`src/rtl/timer_pkg.sv`:
```
// Shared constants, helpers and the alarm-mode type for the tick cascade.
package timer_pkg;

  localparam int unsigned CLK_HZ_DEFAULT  = 50_000_000;
  localparam int unsigned BASE_HZ_DEFAULT = 1000;

  typedef enum logic {
    ONE_SHOT = 1'b0,
    PERIODIC = 1'b1
  } alarm_mode_e;

  // Ceiling log2; 0 for values 0 and 1
  function automatic int unsigned clog2_u(input int unsigned value);
    int unsigned result;
    longint unsigned span;
    result = 0;
    span   = 1;
    while (span < longint'(value)) begin
      span   = span << 1;
      result = result + 1;
    end
    return result;
  endfunction

  function automatic int unsigned max_u(input int unsigned a, input int unsigned b);
    return (a > b) ? a : b;
  endfunction

endpackage

```
`src/rtl/mod_counter.sv`:
```
// Modulo-MOD counter with a registered terminal-count flag.
module mod_counter
  import timer_pkg::*;
#(
  parameter  int unsigned MOD = 10,
  localparam int unsigned W   = max_u(1, clog2_u(MOD))
) (
  input  logic         clk,
  input  logic         async_nreset,
  input  logic         inc,
  input  logic         clr,
  output logic [W-1:0] cnt,
  output logic         at_max
);

  localparam logic [W-1:0] LAST = W'(MOD - 1);

  logic [W-1:0] cnt_next;

  // Next count: clear wins, otherwise wrap at the terminal value
  always_comb begin
    cnt_next = cnt;
    if (clr) begin
      cnt_next = '0;
    end else if (inc) begin
      cnt_next = at_max ? '0 : cnt + W'(1);
    end
  end

  // Count register; at_max tracks cnt == MOD-1 so it is true from reset when MOD is 1
  always_ff @(posedge clk or negedge async_nreset) begin
    if (!async_nreset) begin
      cnt    <= '0;
      at_max <= (LAST == '0);
    end else begin
      cnt    <= cnt_next;
      at_max <= (cnt_next == LAST);
    end
  end

endmodule

```
`src/rtl/timer_cascade.sv`:
```
// Prescaler plus mod-RATIO stage chain producing coincident tick strobes,
// with a countdown alarm that runs on any selected tick.
module timer_cascade
  import timer_pkg::*;
#(
  parameter  int unsigned CLK_HZ     = CLK_HZ_DEFAULT,
  parameter  int unsigned BASE_HZ    = BASE_HZ_DEFAULT,
  parameter  int unsigned RATIO      = 10,
  parameter  int unsigned NUM_STAGES = 4,
  parameter  int unsigned ALARM_W    = 16,
  localparam int unsigned BASE_DIV   = CLK_HZ / BASE_HZ,
  localparam int unsigned SEL_W      = max_u(1, clog2_u(NUM_STAGES))
) (
  input  logic                  clk,
  input  logic                  async_nreset,
  input  logic                  enable,
  input  logic                  clear,
  output logic [NUM_STAGES-1:0] tick,
  input  logic                  alarm_load,
  input  logic [ALARM_W-1:0]    alarm_value,
  input  logic [SEL_W-1:0]      alarm_sel,
  input  logic                  alarm_periodic,
  output logic                  alarm_pulse,
  output logic                  alarm_active,
  output logic [ALARM_W-1:0]    alarm_count
);

  localparam int unsigned      BASE_W  = max_u(1, clog2_u(BASE_DIV));
  localparam int unsigned      CNT_W   = max_u(1, clog2_u(RATIO));
  localparam logic [SEL_W-1:0] SEL_MAX = SEL_W'(NUM_STAGES - 1);

  // Reject parameter sets the cascade cannot honour
  if (CLK_HZ % BASE_HZ != 0) begin : g_bad_base
    $error("timer_cascade: CLK_HZ must be an integer multiple of BASE_HZ");
  end
  if (RATIO < 2) begin : g_bad_ratio
    $error("timer_cascade: RATIO must be at least 2");
  end
  if (NUM_STAGES < 1) begin : g_bad_stages
    $error("timer_cascade: NUM_STAGES must be at least 1");
  end

  logic                  run_c;
  logic [BASE_W-1:0]     base_cnt;
  logic                  unused_base_cnt;
  logic [NUM_STAGES-1:0] stage_at_max;

  assign run_c           = enable && !clear;
  assign unused_base_cnt = ^base_cnt;

  mod_counter #(
    .MOD (BASE_DIV)
  ) u_prescaler (
    .clk          (clk),
    .async_nreset (async_nreset),
    .inc          (run_c),
    .clr          (clear),
    .cnt          (base_cnt),
    .at_max       (stage_at_max[0])
  );

  for (genvar k = 1; k < NUM_STAGES; k++) begin : g_stage
    logic [CNT_W-1:0] cnt;
    logic             unused_cnt;

    assign unused_cnt = ^cnt;

    mod_counter #(
      .MOD (RATIO)
    ) u_stage (
      .clk          (clk),
      .async_nreset (async_nreset),
      .inc          (tick[k-1]),
      .clr          (clear),
      .cnt          (cnt),
      .at_max       (stage_at_max[k])
    );
  end

  // Tick k fires when the base and all stages up to k sit at their terminal values
  always_comb begin
    logic chain;
    chain = run_c;
    for (int unsigned k = 0; k < NUM_STAGES; k++) begin
      chain   = chain && stage_at_max[k];
      tick[k] = chain;
    end
  end

  logic [SEL_W-1:0]   sel_l, sel_d;
  alarm_mode_e        mode_l, mode_d;
  logic [ALARM_W-1:0] reload_l, reload_d;
  logic [ALARM_W-1:0] count_d;
  logic               active_d;
  logic               pulse_d;
  logic [SEL_W-1:0]   sel_idx_c;
  logic               tick_sel_c;

  // Clamp the latched selector and pick the tick the alarm counts on
  always_comb begin
    sel_idx_c = sel_l;
    if (32'(sel_l) >= NUM_STAGES) begin
      sel_idx_c = SEL_MAX;
    end
    tick_sel_c = 1'b0;
    for (int unsigned k = 0; k < NUM_STAGES; k++) begin
      if (32'(sel_idx_c) == k) begin
        tick_sel_c = tick[k];
      end
    end
  end

  // Alarm next state: clear, then load/disarm, then countdown on the selected tick
  always_comb begin
    sel_d    = sel_l;
    mode_d   = mode_l;
    reload_d = reload_l;
    count_d  = alarm_count;
    active_d = alarm_active;
    pulse_d  = 1'b0;
    if (clear) begin
      active_d = 1'b0;
      count_d  = '0;
    end else if (alarm_load) begin
      if (alarm_value != '0) begin
        sel_d    = alarm_sel;
        mode_d   = alarm_periodic ? PERIODIC : ONE_SHOT;
        reload_d = alarm_value;
        count_d  = alarm_value;
        active_d = 1'b1;
      end else begin
        active_d = 1'b0;
        count_d  = '0;
      end
    end else if (alarm_active && tick_sel_c) begin
      if (alarm_count > ALARM_W'(1)) begin
        count_d = alarm_count - ALARM_W'(1);
      end else if (alarm_count == ALARM_W'(1)) begin
        pulse_d = 1'b1;
        if (mode_l == PERIODIC) begin
          count_d = reload_l;
        end else begin
          count_d  = '0;
          active_d = 1'b0;
        end
      end
    end
  end

  // Alarm state and registered outputs
  always_ff @(posedge clk or negedge async_nreset) begin
    if (!async_nreset) begin
      sel_l        <= '0;
      mode_l       <= ONE_SHOT;
      reload_l     <= '0;
      alarm_count  <= '0;
      alarm_active <= 1'b0;
      alarm_pulse  <= 1'b0;
    end else begin
      sel_l        <= sel_d;
      mode_l       <= mode_d;
      reload_l     <= reload_d;
      alarm_count  <= count_d;
      alarm_active <= active_d;
      alarm_pulse  <= pulse_d;
    end
  end

endmodule

```
`config.mk`:
```
export PLATFORM = sky130hd
export DESIGN_NAME = timer_cascade
export DESIGN_NICKNAME = d
export VERILOG_FILES = /design/src/rtl/timer_pkg.sv /design/src/rtl/mod_counter.sv /design/src/rtl/timer_cascade.sv
export SDC_FILE = /design/constraint.sdc
export NUM_CORES = 1
export LEC_CHECK = 0
export BUFFER_PORTS_ARGS = -buffer_cell sky130_fd_sc_hd__buf_2
export CAP_MARGIN = 20
export CORE_ASPECT_RATIO = 1.5
export CORE_MARGIN = 2
export CORE_UTILIZATION = 30
export CTS_CLUSTER_DIAMETER = 150
export DETAILED_ROUTE_END_ITERATION = 6
export SLEW_MARGIN = 20
export SYNTH_ARGS = -nofsm -noshare
export SYNTH_HDL_FRONTEND = slang
export SYNTH_HIERARCHICAL = 1
export SYNTH_SLANG_ARGS = --single-unit
```
`constraint.sdc`:
```
create_clock -name clk -period 2.9 [get_ports clk]
set_input_delay 0.87 -clock clk [delete_from_list [all_inputs] [get_ports clk]]
set_output_delay 0.87 -clock clk [all_outputs]
set_load 0.05 [all_outputs]
```
==> results of run 1 <==
==> where the power goes <==
group | switching, mW | leakage (nW) | internal [mW]
Clock | 0.417 | 0.152 | 0.778
Sequential | 0.0722 | 0.913 | 1.02
Combinational | 0.261 | 1.12 | 0.125
Total | 0.750 | 2.18 | 1.92
==> per-stage QoR <==
stage | util | setup WS, ns | instances | hold WS (ns) | cell area (um^2)
2_1_floorplan | - | 0.03070 | 437 | 0.4381 | 4020
6_report | 0.3679 | 0.1453 | 653 | 0.4665 | 4790
5_1_grt | 0.3679 | 0.03454 | 653 | 0.5022 | 4790
3_5_place_dp | 0.3428 | 0.1508 | 637 | 0.4583 | 4463
4_1_cts | 0.3679 | 0.1376 | 653 | 0.4727 | 4790
3_3_place_gp | 0.3428 | 0.1416 | 637 | 0.4533 | 4463
==> area by class of cell <==
| class | count | area (um^2) |
|---|---|---|
| clock buffers | 11 | 242.7 |
| flip-flops and latches | 69 | 1727 |
| multi-input cells | 340 | 2153 |
| inverters | 9 | 33.78 |
| clock inverters | 5 | 83.83 |
| fillers | 1354 | 8228 |
| repair buffers | 60 | 350.3 |
| well taps | 159 | 198.9 |
==> final timing paths <==
check	endpoint	slack [ns]	depth (start not counted)
min in group asynchronous	g_stage[2].u_stage/cnt[1]$_DFF_PN0_	0.55	2
worst min register to register	reload_l[5]$_DFFE_PN0P_	0.47	2
max in group asynchronous	alarm_count[7]$_DFFE_PN0P_	2.04	2
worst max-delay path	tick[3]	0.15	6
worst min-delay path	reload_l[5]$_DFFE_PN0P_	0.47	2
worst max register to register	alarm_count[15]$_DFFE_PN0P_	0.67	6
==> state kept, by name, indices dropped and copies added, names as in the netlist <==
signal,cells
g_stage.u_stage/at_max,3
mode_l,1
alarm_pulse,1
g_stage.u_stage/cnt,12
sel_idx_c,2
reload_l,16
u_prescaler/cnt,16
alarm_active,1
alarm_count,16
u_prescaler/at_max,1
==> Yosys cell counts, drive strengths merged, types with 10 or more instances <==
| cell | n |
|---|---|
| a21oi | 17 |
| and3 | 10 |
| buf | 10 |
| dfrtp | 69 |
| nand2 | 80 |
| nand2b | 11 |
| nand3 | 10 |
| nand4 | 14 |
| nor2 | 43 |
| nor4 | 11 |
| o21ai | 17 |
| xor2 | 18 |
==> metal layers <==
layer,vias to the layer above,routed length (um),track usage
met4,0,252,0.06164
met1,1645,4160,0.1728
met5,-,0,0
met2,80,5224,0.2537
li1,1671,-,-
met3,18,395,0.03746
==> worst reg2reg max path: stages, from the launching register on <==
cell,delay [ns]
dfrtp_1,0.51
nor4_4,0.44
nand3_4,0.15
nor2_4,0.52
or3_1,0.20
nand3_1,0.07
a32o_1,0.22
==> cells by family after synthesis <==
| family | Yosys count | share of synthesized area |
|---|---|---|
| compound gates | 80 | 0.1417 |
| xor+xnor | 26 | 0.05679 |
| buf+inv | 28 | 0.03494 |
| mux | 4 | 0.01030 |
| flops | 69 | 0.4306 |
| simple gates | 224 | 0.3070 |
| fa+ha+maj | 6 | 0.01872 |
==> impl_metrics.env, run 1 <==
export IMPL_status="finished clean"
export IMPL_num_vias=3414
export IMPL_dpl_hpwl_um=7414
export IMPL_power_mw=2.673
export IMPL_crit_buf_inv=2
export IMPL_powerDensity_nw_per_um2=558.1
export IMPL_reg2reg_from="alarm_count[12]$_DFFE_PN0P_"
export IMPL_cts_root_buffer="clkbuf_16"
export IMPL_drt_first_pass_iters=6
export IMPL_grt_max_degree=70
export IMPL_synth_distinct_cells=67
export IMPL_finalCritPeriodShare=0.9499
export IMPL_core_um2=13020
export IMPL_worst_ep_arrival_time_ns=1.88
export IMPL_layout_common_cells="nand2_1 (80), dfrtp_1 (69), buf_2 (45)"
export IMPL_ir_worst_vdd_mv=0.2754
export IMPL_postCtsSetupBuffers=0
export IMPL_cts_sinks=69
export IMPL_nNetsFinal=519
export IMPL_cp_required_ns=2.03
export IMPL_drc_errors=0
export IMPL_cp_cell_sequence="buf_2 > nor2b_1 > and2_4 > and3_4 > and2_4 > buf_2"
export IMPL_wire_per_inst_um=15.36
export IMPL_synth_cells=437
export IMPL_worstSetupStartpointType="input port"
export IMPL_hold_class="reg -> reg"
export IMPL_hold_violations=0
export IMPL_htree_levels=3
export IMPL_critPathMaxStageDelay_ns=0.25
export IMPL_mostFrequentLayoutCell="nand2_1"
export IMPL_synth_area_leaders="dfrtp_1 (43%), nand2_1 (7.5%), nor2_1 (3.9%)"
export IMPL_drive_gt1_frac=0.2166
export IMPL_clk_latency_ns=0.33
export IMPL_antenna_found_initial=0
export IMPL_design_die_area_um2=14330
export IMPL_path_delay_family="simple AND/OR/NAND/NOR gates"
export IMPL_ios=46
export IMPL_die_w_um=98.40
export IMPL_cap_violations=0
export IMPL_diodes=0
export IMPL_synthFlopType="dfrtp_1"
export IMPL_cp_max_fo=3
export IMPL_cts_tree="done"
export IMPL_cts_buffer_depth=2
export IMPL_routed_wl_um=10030
export IMPL_syn_num_nets=467
export IMPL_finalClockSkew_ns=0.004803
export IMPL_synth_area_um2=4010
export IMPL_portBuffers=45
export IMPL_synth_area_per_cell_um2=9.176
export IMPL_grt_ovfl_total=0
export IMPL_cts_resized=0
export IMPL_gp_congestion=0.8399
export IMPL_ant_nets=0
export IMPL_slew_viol_final=0
export IMPL_worst_slew_pin_slew_ns=0.6018
export IMPL_grt_pass1_wl_um=17260
export IMPL_viasPerCell=5.228
export IMPL_grt_pass1_vias=3538
export IMPL_setup_viol=0
export IMPL_path_clk_slew_ns=0.06
export IMPL_slew_headroom=0.5951
export IMPL_crit_path_end_kind="primary output"
export IMPL_slowest_stage="buf_2"
export IMPL_die_h_um=145.6
export IMPL_cts_buffers=9
export IMPL_ctsHoldBuffers=0
export IMPL_start_util=0.3081
export IMPL_ys_seq_area_frac=0.4306
export IMPL_fmaxAchievable_ghz=0.3630
export IMPL_yosysTopAreaCellShare=0.4306
export IMPL_synth_edf_count=0
export IMPL_synthArstFlopShare=1.000
export IMPL_synth_top_cell_by_area="dfrtp_1"
export IMPL_setup_tns_ns=0
export IMPL_grt_usage=0.1474
export IMPL_min_period_ns=2.755
export IMPL_leakage_nw=2.181
export IMPL_drt_iter0_markers=123
export IMPL_area_growth_pct=19.44
export IMPL_criticalPathCategory="in -> out"
export IMPL_row_count=51
export IMPL_yosysWarnings=6
export IMPL_min_from="reload_l[5]$_DFFE_PN0P_"
export IMPL_ys_ff_latch=69
export IMPL_worstSetupStartpoint="clear"
export IMPL_rsz0062_at_grt="no"
Note: power is estimated with default switching activity, not from simulation.
==> run 2: changes to the inputs <==
BUFFER_PORTS_ARGS = not set   (was -buffer_cell sky130_fd_sc_hd__buf_2)
CELL_PAD_IN_SITES_DETAIL_PLACEMENT = 1   (was not set)
CELL_PAD_IN_SITES_GLOBAL_PLACEMENT = 2   (was not set)
DONT_BUFFER_PORTS = 1   (was not set)
PLACE_DENSITY_LB_ADDON = 0.1   (was not set)
==> run 2 against run 1 <==
Against the previous run: critical path depth fell by 2; sequential share of layout area rose by 0.82 points; largest cell class unchanged; sequential power barely moved; worst setup slack improved by 0.16 ns; clock skew fell by 0.00057 ns; non-clock buffer count fell by 27; fmax rose by 6.3%; register-to-register slack improved by 0.06 ns.
==> impl_metrics.env, run 2 (synthesis gave the netlist of run 1 again) <==
export IMPL_mostFrequentLayoutCell="nand2_1"
export IMPL_start_util=0.3081
export IMPL_powerDensity_nw_per_um2=568.6
export IMPL_die_w_um=98.40
export IMPL_cts_tree="done"
export IMPL_cts_buffer_depth=2
export IMPL_status="finished clean"
export IMPL_gp_congestion=0.7569
export IMPL_worst_ep_arrival_time_ns=1.72
export IMPL_layout_common_cells="nand2_1 (80), dfrtp_1 (69), nor2_1 (42)"
export IMPL_wire_per_inst_um=18.72
export IMPL_nNetsFinal=492
export IMPL_dpl_hpwl_um=8622
export IMPL_design_die_area_um2=14330
export IMPL_grt_usage=0.1692
export IMPL_core_um2=13020
export IMPL_setup_viol=0
export IMPL_ctsHoldBuffers=0
export IMPL_antenna_found_initial=0
export IMPL_drt_iter0_markers=61
export IMPL_cts_sinks=69
export IMPL_die_h_um=145.6
export IMPL_cap_violations=0
export IMPL_drt_first_pass_iters=4
export IMPL_hold_class="in -> async"
export IMPL_cts_root_buffer="clkbuf_16"
export IMPL_cp_max_fo=11
export IMPL_grt_pass1_vias=3637
export IMPL_crit_path_end_kind="primary output"
export IMPL_hold_slack_ns=0.2324
export IMPL_routed_wl_um=11720
export IMPL_fmaxAchievable_ghz=0.3858
export IMPL_grt_ovfl_total=0
export IMPL_clk_latency_ns=0.33
export IMPL_power_mw=2.663
export IMPL_hold_violations=0
export IMPL_path_clk_slew_ns=0.06
export IMPL_drc_errors=0
export IMPL_leakage_nw=2.070
export IMPL_worst_slew_pin_slew_ns=0.6581
export IMPL_cts_buffers=9
export IMPL_postCtsSetupBuffers=0
export IMPL_setup_tns_ns=0
export IMPL_criticalPathCategory="in -> out"
export IMPL_viasPerCell=5.307
export IMPL_slew_headroom=0.5604
export IMPL_min_period_ns=2.592
export IMPL_ios=46
export IMPL_row_count=51
export IMPL_grt_max_degree=70
export IMPL_reg_top3="alarm_count: 16 flops, reload_l: 16 flops, u_prescaler/cnt: 16 flops"
export IMPL_ant_nets=0
export IMPL_ir_worst_vdd_mv=0.2900
export IMPL_place_inst=610
export IMPL_portBuffers=0
export IMPL_rsz0062_at_grt="no"
export IMPL_cts_resized=0
export IMPL_slew_viol_final=0
export IMPL_num_vias=3322
export IMPL_area_growth_pct=16.79
export IMPL_finalCritPeriodShare=0.8938
export IMPL_final_cells=626
export IMPL_diodes=0
export IMPL_final_util=0.3598
export IMPL_worstSetupStartpointType="input port"
export IMPL_drive_gt1_frac=0.1734
export IMPL_grt_pass1_wl_um=19340
export IMPL_finalClockSkew_ns=0.004230
export IMPL_cp_required_ns=2.03
export IMPL_htree_levels=3
-- run 2: path summary, 6_finish.rpt --
| path | start | slack [ns] | depth (start not counted) | end |
|---|---|---|---|---|
| min reg2reg | reload_l[3]$_DFFE_PN0P_ | 0.47 | 2 | reload_l[3]$_DFFE_PN0P_ |
| max in group asynchronous | async_nreset | 2.54 | 0 | u_prescaler/cnt[12]$_DFF_PN0_ |
| max reg2reg | u_prescaler/cnt[0]$_DFF_PN0_ | 0.73 | 6 | u_prescaler/at_max$_DFF_PN0_ |
| min | async_nreset | 0.23 | 0 | g_stage[2].u_stage/cnt[3]$_DFF_PN0_ |
| min in group clk | reload_l[3]$_DFFE_PN0P_ | 0.47 | 2 | reload_l[3]$_DFFE_PN0P_ |
| max | enable | 0.31 | 4 | tick[3] |
-- run 2: worst max-delay path: stages --
cell and delay [ns]:
nor2b_1 0.15, and2_4 0.23, and3_4 0.23, and2_4 0.24
-- run 2: where the power goes --
group          internal, mW  switching, mW  total [mW]
registers              1.02         0.0501        1.07
logic                 0.127          0.263       0.390
clock network         0.757          0.445        1.20
-- run 2: stage by stage --
stage,setup WS [ns],cell area [um^2]
after floorplan,0.03070,4020
after global placement,0.2885,4360
after detailed placement,0.3037,4360
after CTS,0.3033,4683
after global routing,0.2574,4683
final,0.3080,4683
-- run 2: routing by layer --
metal	vias to the layer above	track usage	share of wire
li1	1603	-	-
met1	1664	0.1897	0.41
met2	47	0.3119	0.54
met3	8	0.04035	0.041
met4	0	0.05205	0.012
met5	-	0	0
-- run 2: layout make-up --
cell class | instances | area [um^2]
fill | 1545 | 8334
multi-input combinational | 340 | 2153
sequential | 69 | 1727
timing repair buffer | 33 | 247.7
clock buffer | 9 | 225.2
tap | 159 | 198.9
clock inverter | 7 | 97.59
inverter | 9 | 33.78
==> run 3: changes to the inputs <==
CORE_MARGIN = 3   (was 2)
clock period = 2.1 ns   (was 2.9 ns; I/O delays follow)
==> run 3 against run 2 <==
Against the previous run: worst hold slack lost 0.25 ns; largest power group unchanged; highest routed layer unchanged; first-iteration DRC count grew 39%; register-to-register slack worse by 0.64 ns; global-route usage is 1.2 points higher; the flow now finishes with violations (negative hold slack); clock power up 44%.
==> impl_metrics.env, run 3 (synthesis gave the netlist of run 1 again) <==
export IMPL_status="finished, violations left"
export IMPL_violations="negative hold slack"
export IMPL_slew_viol_final=0
export IMPL_core_um2=13020
export IMPL_grt_ovfl_total=0
export IMPL_path_clk_slew_ns=0.07
export IMPL_crit_path_end_kind="primary output"
export IMPL_diodes=0
export IMPL_final_util=0.3898
export IMPL_die_h_um=147.6
export IMPL_routed_wl_um=12600
export IMPL_powerDensity_nw_per_um2=753.4
export IMPL_fin_area_um2=5074
export IMPL_ant_nets=0
export IMPL_cts_buffers=9
export IMPL_drive_gt1_frac=0.2595
export IMPL_worst_ep_arrival_time_ns=1.41
export IMPL_cts_tree="done"
export IMPL_fmaxAchievable_ghz=0.4905
export IMPL_antenna_found_initial=0
export IMPL_setup_viol=0
export IMPL_area_growth_pct=26.52
export IMPL_finalCritPeriodShare=0.9709
export IMPL_num_vias=3516
export IMPL_ios=46
export IMPL_grt_max_degree=70
export IMPL_rsz0062_at_grt="yes"
export IMPL_power_mw=3.823
export IMPL_clk_latency_ns=0.34
export IMPL_cts_buffer_depth=2
export IMPL_mostFrequentLayoutCell="nand2_1"
export IMPL_leakage_nw=2.290
export IMPL_layout_common_cells="nand2_1 (80), dfrtp_1 (63), buf_4 (63)"
export IMPL_gp_congestion=0.7775
export IMPL_hold_violations=61
export IMPL_min_period_ns=2.039
export IMPL_grt_pass1_wl_um=20910
export IMPL_htree_levels=3
export IMPL_worst_slew_pin_slew_ns=0.6952
export IMPL_dpl_instance_area_um2=4621
export IMPL_grt_pass1_vias=3921
export IMPL_cts_root_buffer="clkbuf_16"
export IMPL_drt_iter0_markers=85
export IMPL_cp_max_fo=5
export IMPL_die_w_um=100.4
export IMPL_worstSetupStartpointType="input port"
export IMPL_viasPerCell=5.327
export IMPL_wire_per_inst_um=19.10
export IMPL_cts_sinks=69
export IMPL_finalClockSkew_ns=0.009418
export IMPL_nNetsFinal=526
export IMPL_drt_first_pass_iters=4
export IMPL_cp_required_ns=1.47
export IMPL_dpl_hpwl_um=9200
export IMPL_drc_errors=0
export IMPL_slew_headroom=0.5356
export IMPL_ir_worst_vdd_mv=0.3153
export IMPL_design_die_area_um2=14820
export IMPL_start_util=0.3081
export IMPL_hold_slack_ns=-0.01637
export IMPL_hold_class="in -> async"
export IMPL_fillCellCount=1560
export IMPL_reg_top3="alarm_count: 16 flops, reload_l: 16 flops, u_prescaler/cnt: 16 flops"
export IMPL_grt_usage=0.1815
export IMPL_row_count=51
export IMPL_criticalPathCategory="in -> out"
export IMPL_portBuffers=0
export IMPL_cap_violations=0
run 3: cell count changes in the layout (fill, tap and decap cells not counted), moves of 2 or more:
cell and delta:
and3_1 -2, buf_12 +3, nor4_1 -2, dfrtp_1 -6, buf_4 +30, dfrtp_2 +6
run 3: area by class of cell:
| type | instances | area (um^2) | area share |
|---|---|---|---|
| inverters | 9 | 33.78 | 0.006658 |
| flip-flops and latches | 69 | 1734 | 0.3418 |
| multi-input cells | 340 | 2226 | 0.4387 |
| well taps | 159 | 198.9 | 0.03921 |
| repair buffers | 67 | 548.0 | 0.1080 |
| clock buffers | 10 | 239.0 | 0.04710 |
| clock inverters | 6 | 93.84 | 0.01850 |
run 3: worst paths after layout:
check	slack (ns)	cells after the start	end	from
max	0.06	4	tick[3]	enable
min	-0.02	0	sel_idx_c[0]$_DFFE_PN0P_	async_nreset
max reg2reg	0.09	5	alarm_count[15]$_DFFE_PN0P_	alarm_count[7]$_DFFE_PN0P_
min reg2reg	0.47	2	reload_l[3]$_DFFE_PN0P_	reload_l[3]$_DFFE_PN0P_
max in group asynchronous	1.99	0	u_prescaler/cnt[8]$_DFF_PN0_	async_nreset
min in group clk	0.35	1	g_stage[3].u_stage/cnt[0]$_DFF_PN0_	clear
run 3: repair_timing:
item,in CTS,in global routing
pin swaps,0,5
setup buffers,2,7
gates resized for setup,2,10
gates cloned,0,0
endpoints found under the setup margin,3,16
hold endpoints to repair,69,69
run 3: layer usage:
| layer | GRT usage | up-vias | wire length [um] |
|---|---|---|---|
| met5 | 0 | - | 0 |
| li1 | - | 1684 | - |
| met1 | 0.2017 | 1755 | 4927 |
| met2 | 0.3280 | 54 | 6838 |
| met3 | 0.04391 | 23 | 493 |
| met4 | 0.06945 | 0 | 344 |
run 3: power by group:
part	leakage, nW	total [mW]	switching [mW]	internal [mW]
Clock	0.160	1.73	0.644	1.08
Combinational	1.23	0.618	0.387	0.231
Sequential	0.905	1.48	0.0667	1.41
run 3: through the flow:
step / setup TNS [ns] / instances / setup slack [ns]
after floorplan: -0.3036 / 437 / -0.2090
after global placement: -2.149 / 636 / -0.2052
after detailed placement: -2.060 / 636 / -0.2923
after CTS: 0 / 654 / 0.001539
after global routing: -0.01238 / 660 / -0.01173
final: 0 / 660 / 0.06119
run 3: critical path: stages:
cell	delay, ns
nor2b_4	0.14
and2_4	0.18
and3_4	0.21
and2_4	0.24
